--- src/rtl/ex_stage_if.sv ---
// Decode/execute-side bundle for the execute stage: decoded operation in, writeback/HI-LO/stall out.
// master = upstream pipeline side, slave = ex_stage.
interface ex_stage_if;
  logic [7:0]  aluop_i;
  logic [2:0]  alusel_i;
  logic [31:0] reg1_i;
  logic [31:0] reg2_i;
  logic [4:0]  wd_i;
  logic        wreg_i;
  logic        flush_i;
  logic [4:0]  wd_o;
  logic        wreg_o;
  logic [31:0] wdata_o;
  logic        whilo_o;
  logic [31:0] hi_o;
  logic [31:0] lo_o;
  logic        stallreq_o;

  modport master (
    output aluop_i, alusel_i, reg1_i, reg2_i, wd_i, wreg_i, flush_i,
    input  wd_o, wreg_o, wdata_o, whilo_o, hi_o, lo_o, stallreq_o
  );

  modport slave (
    input  aluop_i, alusel_i, reg1_i, reg2_i, wd_i, wreg_i, flush_i,
    output wd_o, wreg_o, wdata_o, whilo_o, hi_o, lo_o, stallreq_o
  );
endinterface

--- src/rtl/ex_stage.sv ---
// Execute stage: single-cycle logic/shift/arithmetic plus an optional iterative
// restoring divider (DIV/DIVU), built only when EX_DIV_EN is defined.
module ex_stage #(
  parameter int DIV_STEPS = 32
) (
  input logic       clk,
  input logic       rst,
  ex_stage_if.slave bus
);
  localparam logic [7:0] EXE_AND_OP  = 8'b0010_0100;
  localparam logic [7:0] EXE_OR_OP   = 8'b0010_0101;
  localparam logic [7:0] EXE_XOR_OP  = 8'b0010_0110;
  localparam logic [7:0] EXE_NOR_OP  = 8'b0010_0111;
  localparam logic [7:0] EXE_SLL_OP  = 8'b0111_1100;
  localparam logic [7:0] EXE_SRL_OP  = 8'b0000_0010;
  localparam logic [7:0] EXE_SRA_OP  = 8'b0000_0011;
  localparam logic [7:0] EXE_SLT_OP  = 8'b0010_1010;
  localparam logic [7:0] EXE_SLTU_OP = 8'b0010_1011;
  localparam logic [7:0] EXE_ADD_OP  = 8'b0010_0000;
  localparam logic [7:0] EXE_ADDI_OP = 8'b0101_0101;
  localparam logic [7:0] EXE_SUB_OP  = 8'b0010_0010;
  localparam logic [7:0] EXE_DIV_OP  = 8'b0001_1010;
  localparam logic [7:0] EXE_DIVU_OP = 8'b0001_1011;

  localparam logic [2:0] EXE_RES_LOGIC      = 3'b001;
  localparam logic [2:0] EXE_RES_SHIFT      = 3'b010;
  localparam logic [2:0] EXE_RES_ARITHMETIC = 3'b100;

  logic        is_div_op;
  logic [31:0] reg2_mux, sum;
  logic        ovf, lt_s, lt_u;
  logic [31:0] logic_res, shift_res, arith_res, alu_res;
  logic [31:0] hi_w, lo_w;
  logic        whilo_w, stall_w;

  assign is_div_op = (bus.aluop_i == EXE_DIV_OP) || (bus.aluop_i == EXE_DIVU_OP);

  always_comb begin
    reg2_mux = (bus.aluop_i == EXE_SUB_OP) ? (~bus.reg2_i + 32'd1) : bus.reg2_i;
    sum      = bus.reg1_i + reg2_mux;
    ovf      = 1'b0;
    if (bus.aluop_i == EXE_ADD_OP || bus.aluop_i == EXE_ADDI_OP || bus.aluop_i == EXE_SUB_OP)
      ovf = (bus.reg1_i[31] == reg2_mux[31]) && (sum[31] != bus.reg1_i[31]);
    lt_s = $signed(bus.reg1_i) < $signed(bus.reg2_i);
    lt_u = bus.reg1_i < bus.reg2_i;

    logic_res = '0;
    case (bus.aluop_i)
      EXE_OR_OP:  logic_res = bus.reg1_i | bus.reg2_i;
      EXE_AND_OP: logic_res = bus.reg1_i & bus.reg2_i;
      EXE_XOR_OP: logic_res = bus.reg1_i ^ bus.reg2_i;
      EXE_NOR_OP: logic_res = ~(bus.reg1_i | bus.reg2_i);
      default:    logic_res = '0;
    endcase

    shift_res = '0;
    case (bus.aluop_i)
      EXE_SLL_OP: shift_res = bus.reg2_i << bus.reg1_i[4:0];
      EXE_SRL_OP: shift_res = bus.reg2_i >> bus.reg1_i[4:0];
      EXE_SRA_OP: shift_res = 32'($signed(bus.reg2_i) >>> bus.reg1_i[4:0]);
      default:    shift_res = '0;
    endcase

    arith_res = '0;
    case (bus.aluop_i)
      EXE_SLT_OP:                        arith_res = {31'b0, lt_s};
      EXE_SLTU_OP:                       arith_res = {31'b0, lt_u};
      EXE_ADD_OP, EXE_ADDI_OP, EXE_SUB_OP: arith_res = sum;
      default:                           arith_res = '0;
    endcase

    case (bus.alusel_i)
      EXE_RES_LOGIC:      alu_res = logic_res;
      EXE_RES_SHIFT:      alu_res = shift_res;
      EXE_RES_ARITHMETIC: alu_res = arith_res;
      default:            alu_res = '0;
    endcase
  end

`ifdef EX_DIV_EN
  localparam int CW = $clog2(DIV_STEPS);

  typedef enum logic [1:0] {DivFree, DivByZero, DivOn, DivEnd} div_state_e;

  div_state_e    state_q, state_d;
  logic [CW-1:0] cnt_q, cnt_d;
  logic [31:0]   quot_q, quot_d, rem_q, rem_d, dvsr_q, dvsr_d;
  logic          negq_q, negq_d, negr_q, negr_d;
  logic [32:0]   rem_sh, diff;
  logic          ge, div_signed;

  always_ff @(posedge clk or posedge rst) begin
    if (rst) begin
      state_q <= DivFree;
      cnt_q   <= '0;
      quot_q  <= '0;
      rem_q   <= '0;
      dvsr_q  <= '0;
      negq_q  <= 1'b0;
      negr_q  <= 1'b0;
    end else begin
      state_q <= state_d;
      cnt_q   <= cnt_d;
      quot_q  <= quot_d;
      rem_q   <= rem_d;
      dvsr_q  <= dvsr_d;
      negq_q  <= negq_d;
      negr_q  <= negr_d;
    end
  end

  // quot_q doubles as the dividend shift register: its MSB feeds the partial remainder
  // each step while the new quotient bit enters at the LSB.
  always_comb begin
    state_d    = state_q;
    cnt_d      = cnt_q;
    quot_d     = quot_q;
    rem_d      = rem_q;
    dvsr_d     = dvsr_q;
    negq_d     = negq_q;
    negr_d     = negr_q;
    div_signed = (bus.aluop_i == EXE_DIV_OP);
    rem_sh     = {rem_q, quot_q[31]};
    diff       = rem_sh - {1'b0, dvsr_q};
    ge         = (rem_sh >= {1'b0, dvsr_q});

    case (state_q)
      DivFree: begin
        if (is_div_op && !bus.flush_i) begin
          dvsr_d  = (div_signed && bus.reg2_i[31]) ? -bus.reg2_i : bus.reg2_i;
          quot_d  = (div_signed && bus.reg1_i[31]) ? -bus.reg1_i : bus.reg1_i;
          rem_d   = '0;
          cnt_d   = '0;
          negq_d  = div_signed && (bus.reg1_i[31] ^ bus.reg2_i[31]);
          negr_d  = div_signed && bus.reg1_i[31];
          state_d = (bus.reg2_i == 32'd0) ? DivByZero : DivOn;
        end
      end
      DivByZero: begin
        quot_d  = '0;
        rem_d   = '0;
        state_d = DivEnd;
      end
      DivOn: begin
        quot_d = {quot_q[30:0], ge};
        rem_d  = ge ? diff[31:0] : rem_sh[31:0];
        cnt_d  = cnt_q + 1'b1;
        if (cnt_q == CW'(DIV_STEPS - 1))
          state_d = DivEnd;
      end
      DivEnd:  state_d = DivFree;
      default: state_d = DivFree;
    endcase

    if (bus.flush_i) begin
      state_d = DivFree;
      cnt_d   = '0;
      quot_d  = '0;
      rem_d   = '0;
      dvsr_d  = '0;
      negq_d  = 1'b0;
      negr_d  = 1'b0;
    end

    stall_w = is_div_op && (state_q != DivEnd) && !bus.flush_i;
    whilo_w = (state_q == DivEnd) && !bus.flush_i;
    lo_w    = whilo_w ? (negq_q ? -quot_q : quot_q) : '0;
    hi_w    = whilo_w ? (negr_q ? -rem_q  : rem_q)  : '0;
  end
`else
  logic unused_div;
  assign unused_div = ^{clk, bus.flush_i};
  assign stall_w    = 1'b0;
  assign whilo_w    = 1'b0;
  assign lo_w       = '0;
  assign hi_w       = '0;
`endif

  // Reset is asynchronous, so the combinational outputs are gated by rst as well.
  always_comb begin
    bus.wd_o       = '0;
    bus.wreg_o     = 1'b0;
    bus.wdata_o    = '0;
    bus.whilo_o    = 1'b0;
    bus.hi_o       = '0;
    bus.lo_o       = '0;
    bus.stallreq_o = 1'b0;
    if (!rst) begin
      bus.wd_o       = bus.wd_i;
      bus.wreg_o     = bus.wreg_i && !ovf && !is_div_op;
      bus.wdata_o    = is_div_op ? 32'd0 : alu_res;
      bus.whilo_o    = whilo_w;
      bus.hi_o       = hi_w;
      bus.lo_o       = lo_w;
      bus.stallreq_o = stall_w;
    end
  end
endmodule
--- src/flat_wrapper.sv ---
// flat-port wrapper written by rule: the top's interface ports become plain ports
module ex_stage_flat 
#(
  parameter int DIV_STEPS = 32
)
  (clk, rst, bus_aluop_i, bus_alusel_i, bus_reg1_i, bus_reg2_i, bus_wd_i, bus_wreg_i, bus_flush_i, bus_wd_o, bus_wreg_o, bus_wdata_o, bus_whilo_o, bus_hi_o, bus_lo_o, bus_stallreq_o);
  ex_stage_if bus_i ();
  input logic clk;
  input logic rst;
  input wire logic [$bits(bus_i.aluop_i)-1:0] bus_aluop_i;
  input wire logic [$bits(bus_i.alusel_i)-1:0] bus_alusel_i;
  input wire logic [$bits(bus_i.reg1_i)-1:0] bus_reg1_i;
  input wire logic [$bits(bus_i.reg2_i)-1:0] bus_reg2_i;
  input wire logic [$bits(bus_i.wd_i)-1:0] bus_wd_i;
  input wire logic [$bits(bus_i.wreg_i)-1:0] bus_wreg_i;
  input wire logic [$bits(bus_i.flush_i)-1:0] bus_flush_i;
  output wire logic [$bits(bus_i.wd_o)-1:0] bus_wd_o;
  output wire logic [$bits(bus_i.wreg_o)-1:0] bus_wreg_o;
  output wire logic [$bits(bus_i.wdata_o)-1:0] bus_wdata_o;
  output wire logic [$bits(bus_i.whilo_o)-1:0] bus_whilo_o;
  output wire logic [$bits(bus_i.hi_o)-1:0] bus_hi_o;
  output wire logic [$bits(bus_i.lo_o)-1:0] bus_lo_o;
  output wire logic [$bits(bus_i.stallreq_o)-1:0] bus_stallreq_o;
  assign bus_i.aluop_i = bus_aluop_i;
  assign bus_i.alusel_i = bus_alusel_i;
  assign bus_i.reg1_i = bus_reg1_i;
  assign bus_i.reg2_i = bus_reg2_i;
  assign bus_i.wd_i = bus_wd_i;
  assign bus_i.wreg_i = bus_wreg_i;
  assign bus_i.flush_i = bus_flush_i;
  assign bus_wd_o = bus_i.wd_o;
  assign bus_wreg_o = bus_i.wreg_o;
  assign bus_wdata_o = bus_i.wdata_o;
  assign bus_whilo_o = bus_i.whilo_o;
  assign bus_hi_o = bus_i.hi_o;
  assign bus_lo_o = bus_i.lo_o;
  assign bus_stallreq_o = bus_i.stallreq_o;
  ex_stage #(.DIV_STEPS(DIV_STEPS)) u_core (.clk(clk), .rst(rst), .bus(bus_i));
endmodule
--- config.mk ---
export PLATFORM = sky130hd
export DESIGN_NAME = ex_stage_flat
export DESIGN_NICKNAME = d
export VERILOG_FILES = /design/src/rtl/ex_stage_if.sv /design/src/rtl/ex_stage.sv /design/src/flat_wrapper.sv
export SDC_FILE = /design/constraint.sdc
export NUM_CORES = 1
export LEC_CHECK = 0
export ABC_AREA = 1
export ABC_CLOCK_PERIOD_IN_PS = 4600
export CAP_MARGIN = 20
export CORE_ASPECT_RATIO = 0.5
export CORE_MARGIN = 4
export CORE_UTILIZATION = 28
export DETAILED_ROUTE_END_ITERATION = 7
export SYNTH_ARGS = -nofsm -noshare
export SYNTH_HDL_FRONTEND = slang
export SYNTH_SLANG_ARGS = --single-unit
export TNS_END_PERCENT = 30
--- constraint.sdc ---
create_clock -name vclk -period 4.6
set_clock_uncertainty 0.2 [all_clocks]
set_input_delay 0.92 -clock vclk [all_inputs]
set_output_delay 0.92 -clock vclk [all_outputs]
set_load 0.01 [all_outputs]
After elaboration in Yosys (flattened, before gate mapping)
Index checks and enable logic that the tools add are counted.
{"block": "totals", "register_bits": 0, "input_bits": 84, "out_inout_bits": 104, "wordCells": 50}
{"block": "op_classes", "n_addsub": 2, "order_cmp": 2, "eq_ne": 19, "n_shift": 3, "n_mux": 10, "n_bitwise": 5, "reduce_logical": 9}
{"operator": "$pmux W32 S3", "n": 3}
{"operator": "$pmux W32 S4", "n": 1}
{"operator": "$mux W32", "n": 3}
{"operator": "$eq A8 B6 Y1 const B", "n": 8}
{"operator": "$lt A32 B32 Y1", "n": 2}
{"operator": "$not A32 Y32", "n": 2}
{"operator": "$add A32 B1 Y32 const B", "n": 1}
{"operator": "$add A32 B32 Y32", "n": 1}
{"operator": "$and A32 B32 Y32", "n": 1}
{"operator": "$or A32 B32 Y32", "n": 1}
{"operator": "$shl A32 B5 Y32", "n": 1}
{"operator": "$shr A32 B5 Y32", "n": 1}
{"operator": "$sshr A32 B5 Y32", "n": 1}
{"operator": "$xor A32 B32 Y32", "n": 1}
{"operator": "$eq A8 B2 Y1 const B", "n": 2}
{"operator": "$eq A8 B5 Y1 const B", "n": 2}
{"operator": "$eq A8 B7 Y1 const B", "n": 2}
{"operator": "$mux W5", "n": 1}
{"operator": "$eq A3 B1 Y1 const B", "n": 1}
{"operator": "$eq A3 B2 Y1 const B", "n": 1}
{"operator": "$eq A3 B3 Y1 const B", "n": 1}
{"operator": "$logic_and A1 B1 Y1", "n": 3}
{"operator": "$logic_or A1 B1 Y1", "n": 3}
{"operator": "$reduce_or A3 Y1", "n": 1}
{"operator": "other kinds (4)", "n": 6}

Logic depth before layout (Yosys ltp)
{"block": "logic_depth", "depth_word": 11, "ltp_mapped": 24, "depth_no_buf": 24}

Worst setup path after synthesis
No wires, ideal clock.
{"block": "synth_timing", "path_type": "input-to-output", "start": "input port bus_reg2_i[1]", "end": "output port bus_wdata_o[31]", "arrival_time_ps": 3709, "required_time_ps": 3480, "slack_ps": -229, "stages": 21, "n_path_buf": 0, "cell_sequence": "inv_1 > ha_1 > nand3_1 > nor2_1 > nand2_1 > nor3_1 > nand4_1 > nor2_1 > nand2_1 > nand2_1 > xor2_1 > ha_1 > a21oi_1 > o21ai_0 > a21oi_1 > nor2_1 > nor2_1 > nand2_1 > nand2_1 > nand3_1 > a21oi_1"}
{"block": "synth_via", "elab_chain_len": 8, "elab_cells_between_ends": 12, "classes_between": "2 x add/sub; 3 x shift; 6 x mux; 1 x bitwise"}
{"element": "start, declared", "line": "flat_wrapper.sv:13", "rtl": "input wire logic [$bits(bus_i.reg2_i)-1:0] bus_reg2_i;"}
{"element": "$not A32 Y32", "line": "ex_stage.sv:39", "rtl": "reg2_mux = (bus.aluop_i == EXE_SUB_OP) ? (~bus.reg2_i + 32'd1) : bus.reg2_i;"}
{"element": "$add A32 B1 Y32", "line": "ex_stage.sv:39"}
{"element": "$mux W32", "line": "ex_stage.sv:39"}
{"element": "$add A32 B32 Y32", "line": "ex_stage.sv:40", "rtl": "sum = bus.reg1_i + reg2_mux;"}
{"element": "$pmux W32 S3", "line": "ex_stage.sv:65", "rtl": "case (bus.aluop_i)"}
{"element": "$pmux W32 S3 (*)", "line": "ex_stage.sv:72", "rtl": "case (bus.alusel_i)"}
{"element": "$mux W32 (*)", "line": "ex_stage.sv:191", "rtl": "bus.wdata_o = is_div_op ? 32'd0 : alu_res;"}
{"element": "$mux W32 (*)", "line": "ex_stage.sv:188", "rtl": "if (!rst) begin"}
{"element": "end, declared", "line": "flat_wrapper.sv:19", "rtl": "output wire logic [$bits(bus_i.wdata_o)-1:0] bus_wdata_o;"}
Mark *: on every way between the ends. The rest lies on a longest branch, timed or not.

Worst setup path after layout
{"block": "layout_timing", "start": "input port bus_aluop_i[3]", "end": "output port bus_wreg_o"}
{"block": "layout_via", "elab_chain_len": 10, "elab_cells_between_ends": 19, "classes_between": "1 x add/sub; 7 x eq/ne; 3 x mux; 8 x reduce/logical"}
{"element": "start, declared", "line": "flat_wrapper.sv:10", "rtl": "input wire logic [$bits(bus_i.aluop_i)-1:0] bus_aluop_i;"}
{"element": "$eq A8 B6 Y1", "line": "ex_stage.sv:39, ex_stage.sv:42"}
{"element": "$mux W32", "line": "ex_stage.sv:39"}
{"element": "$add A32 B32 Y32", "line": "ex_stage.sv:40"}
{"element": "$ne A1 B1 Y1", "line": "ex_stage.sv:43", "rtl": "ovf = (bus.reg1_i[31] == reg2_mux[31]) && (sum[31] != bus.reg1_i[31]);"}
{"element": "$logic_and A1 B1 Y1", "line": "ex_stage.sv:43"}
{"element": "$mux W1", "line": "ex_stage.sv:42", "rtl": "if (bus.aluop_i == EXE_ADD_OP || bus.aluop_i == EXE_ADDI_OP || bus.aluop_i == EXE_SUB_OP)"}
{"element": "$logic_not A1 Y1", "line": "ex_stage.sv:190", "rtl": "bus.wreg_o = bus.wreg_i && !ovf && !is_div_op;"}
{"element": "$logic_and A1 B1 Y1", "line": "ex_stage.sv:190"}
{"element": "$logic_and A1 B1 Y1 (*)", "line": "ex_stage.sv:190"}
{"element": "$mux W1 (*)", "line": "ex_stage.sv:188"}
{"element": "end, declared", "line": "flat_wrapper.sv:18", "rtl": "output wire logic [$bits(bus_i.wreg_o)-1:0] bus_wreg_o;"}
Marks and branches as above.

==> metrics.txt <==
Critical Path RT=between 3000 and 4000 ps; Tot Pwr=~1.6 mW; ANT nets after route=0; initial DRC count=~1700; number of core rows=48; placed cell areas=between 0.015 and 0.02 sq mm; Die ar.=0.0392 sq mm; worst IR drop on VDD=between 0.03 and 0.04 mV; Finished Cell Area=between 0.015 and 0.02 sq mm; hold path cells=4; syn_area_per_cell=approximately 5.2 sq um; fraction of layout cells with a size suffix above 1=0.366; gate count after technology mapping=between 1500 and 2000; worst path cell trace=clkdlybuf4s15_1 > inv_2 > nand2_2 > nor3_4 > buf_6 > bufbuf_16 > nand2_1 > xor2_1 > ha_1 > buf_6 > nand2_1 > buf_4 > nor2_4 > inv_2 > nor3_4 > nand2_4 > buf_4 > nand2_2 > nand2_1 > nand4_1 > nand3_1 > inv_1 > buf_2; Yosys top cell area share=0.206; Avg WL per Cell=around 20 um; Critical Path AT=about 4200 ps; WHS=about 2300 ps; Worst-Margin Slew=about 520 ps; Hold Startpoint=bus_wreg_i; Seq cells=0; Tmin final=5270 ps; post-synthesis sequential area ratio=0; largest area contributor in the netlist=nand2_1; CP Capture Type=primary output; Hold Crit Class=in2out; Register Area=0 sq um; HPWL after DPL=between 40 and 50 mm; clock buffers=0; crit path launch type=input pin; Synth top cells by count=552 x nand2_1, 346 x nand3_1, 202 x inv_1; Yosys cell types=44; vias=between 15000 and 20000; CP max stage cell=ha_1; Max Clock Freq=between 0.15 and 0.2 GHz; Post-layout nets=roughly 2800; I/O pin count=about 190; vias per cell=around 5.2; leakage=roughly 8.9 nW; critical path fanouts, max=4; DR DRC count=0; first-pass GRT wire length=87.3 mm; Initial Utilization=0.288; number of buffers added on ports=120; initial antenna violation count=2; Final Max Slew Viols=0; pin count of the biggest net entering global routing=between 60 and 70; Chip Width=between 200 and 300 um; Pre-antenna DRT Iters=6; top post-synthesis cells by area=nand2_1 21%, nand3_1 17%, ha_1 17%; largest stage delay on the critical path=about 370 ps; gr ovfl total=0; Hold Vio Cnt, Final=0; final setup margin=-669 ps; fin crit share=1.15; Max Cap Violations=0; Power Density=between 90 and 100 mW/mm^2; Die Ht=142 um; Crit Path Class=in2out; RSZ-0062 raised after global routing=yes; status=finished, violations left; number of global-route vias before repair=roughly 15000; Place WS=-1740 ps; Synthesis Warnings=0; final WL=60.3 mm; Post-Syn Area=~0.01 sq mm; most common cell in the netlist=nand2_1; RePlAce Congestion=around 1.0; Worst Hold End=bus_wreg_o; Post-CTS Hold Fix Bufs=0; P&R area growth vs syn=74.1%; failing checks=negative setup slack; Finish-stage setup viols=33; area of the core=approximately 0.035 sq mm; Rel. slew slack=0.647; Worst path most repeated cell=nand2_1; Layout Utilization=0.501; # diodes=0; Total GRT Usage=0.283
[worst max-delay path: cells and delay by family]
family                   cells  cell delay [ps]
XOR/XNOR                     1              170
AND/OR/NAND/NOR             11             1290
adder cells (fa/ha/maj)      1              370
buffers and inverters       10             1380
[timing repair]
action,CTS,global route
resized for setup,542,93
cloned,1,0
setup endpoints to repair,33,33
buffers inserted,75,11
pin swaps,129,38
[worst max path at each step]
stage                 endpoint      startpoint  slack (ps)  depth (start not counted)
2_1_floorplan  bus_wdata_o[31]   bus_reg2_i[1]         -40                         21
3_3_place_gp   bus_wdata_o[31]   bus_reg2_i[1]       -1740                         23
3_5_place_dp   bus_wdata_o[31]   bus_reg2_i[1]       -1740                         23
4_1_cts        bus_wdata_o[26]   bus_reg2_i[0]        -570                         25
5_1_grt             bus_wreg_o   bus_reg2_i[0]        -800                         25
6_report            bus_wreg_o  bus_aluop_i[3]        -670                         23
[placed cells by master (no fill, tap or decap), types with 28 or more instances in the layout]
cell type and instances:
buf_6 44, a21oi_2 31, a21oi_1 65, o21ai_0 121, ha_1 112, nand2_1 486
nand3_2 36, nand2_2 51, nor2_1 107, buf_4 538, nand3_1 308, conb_1 66
inv_1 178, nor2_4 28, clkdlybuf4s50_1 49
[through the flow]
stage	TNS (ps)	cells
after floorplan	-61.9	2016
after global placement	-43560	2976
after detailed placement	-44210	2976
after CTS	-12410	3052
after global routing	-19330	3062
final	-14620	3062
[logic make-up (layout without fill, tap and decap cells)]
| kind of cell | Yosys count | count (layout) | share of synthesized area |
|---|---|---|---|
| and+or+nand+nor | 1134 | 1134 | 0.486 |
| buffers and inverters | 347 | 918 | 0.157 |
| AOI/OAI and AO/OA | 304 | 304 | 0.162 |
| adders and majority gates | 134 | 134 | 0.167 |
| xor gates and xnor gates | 31 | 31 | 0.0270 |
| other | 1 | 66 | 0.000373 |
[power by group]
part	switching [mW]	total (mW)	internal, mW
registers	0	0	0
logic	0.896	1.60	0.706
clock network	0	0	0
total	0.896	1.60	0.706
[layout make-up]
type                            count  area [sq um]
Tap cell                          475           594
Fill cell                        3532         17400
Timing Repair Buffer              709          5830
Inverter                          209           810
Multi-Input combinational cell   1669         10300
[routing by layer]
layer	wire length [um]	track usage
met5	24	0
met4	2040	0.0794
met3	6470	0.0724
met2	25900	0.449
met1	25800	0.383
No activity file was read; power rests on OpenSTA's default activity.
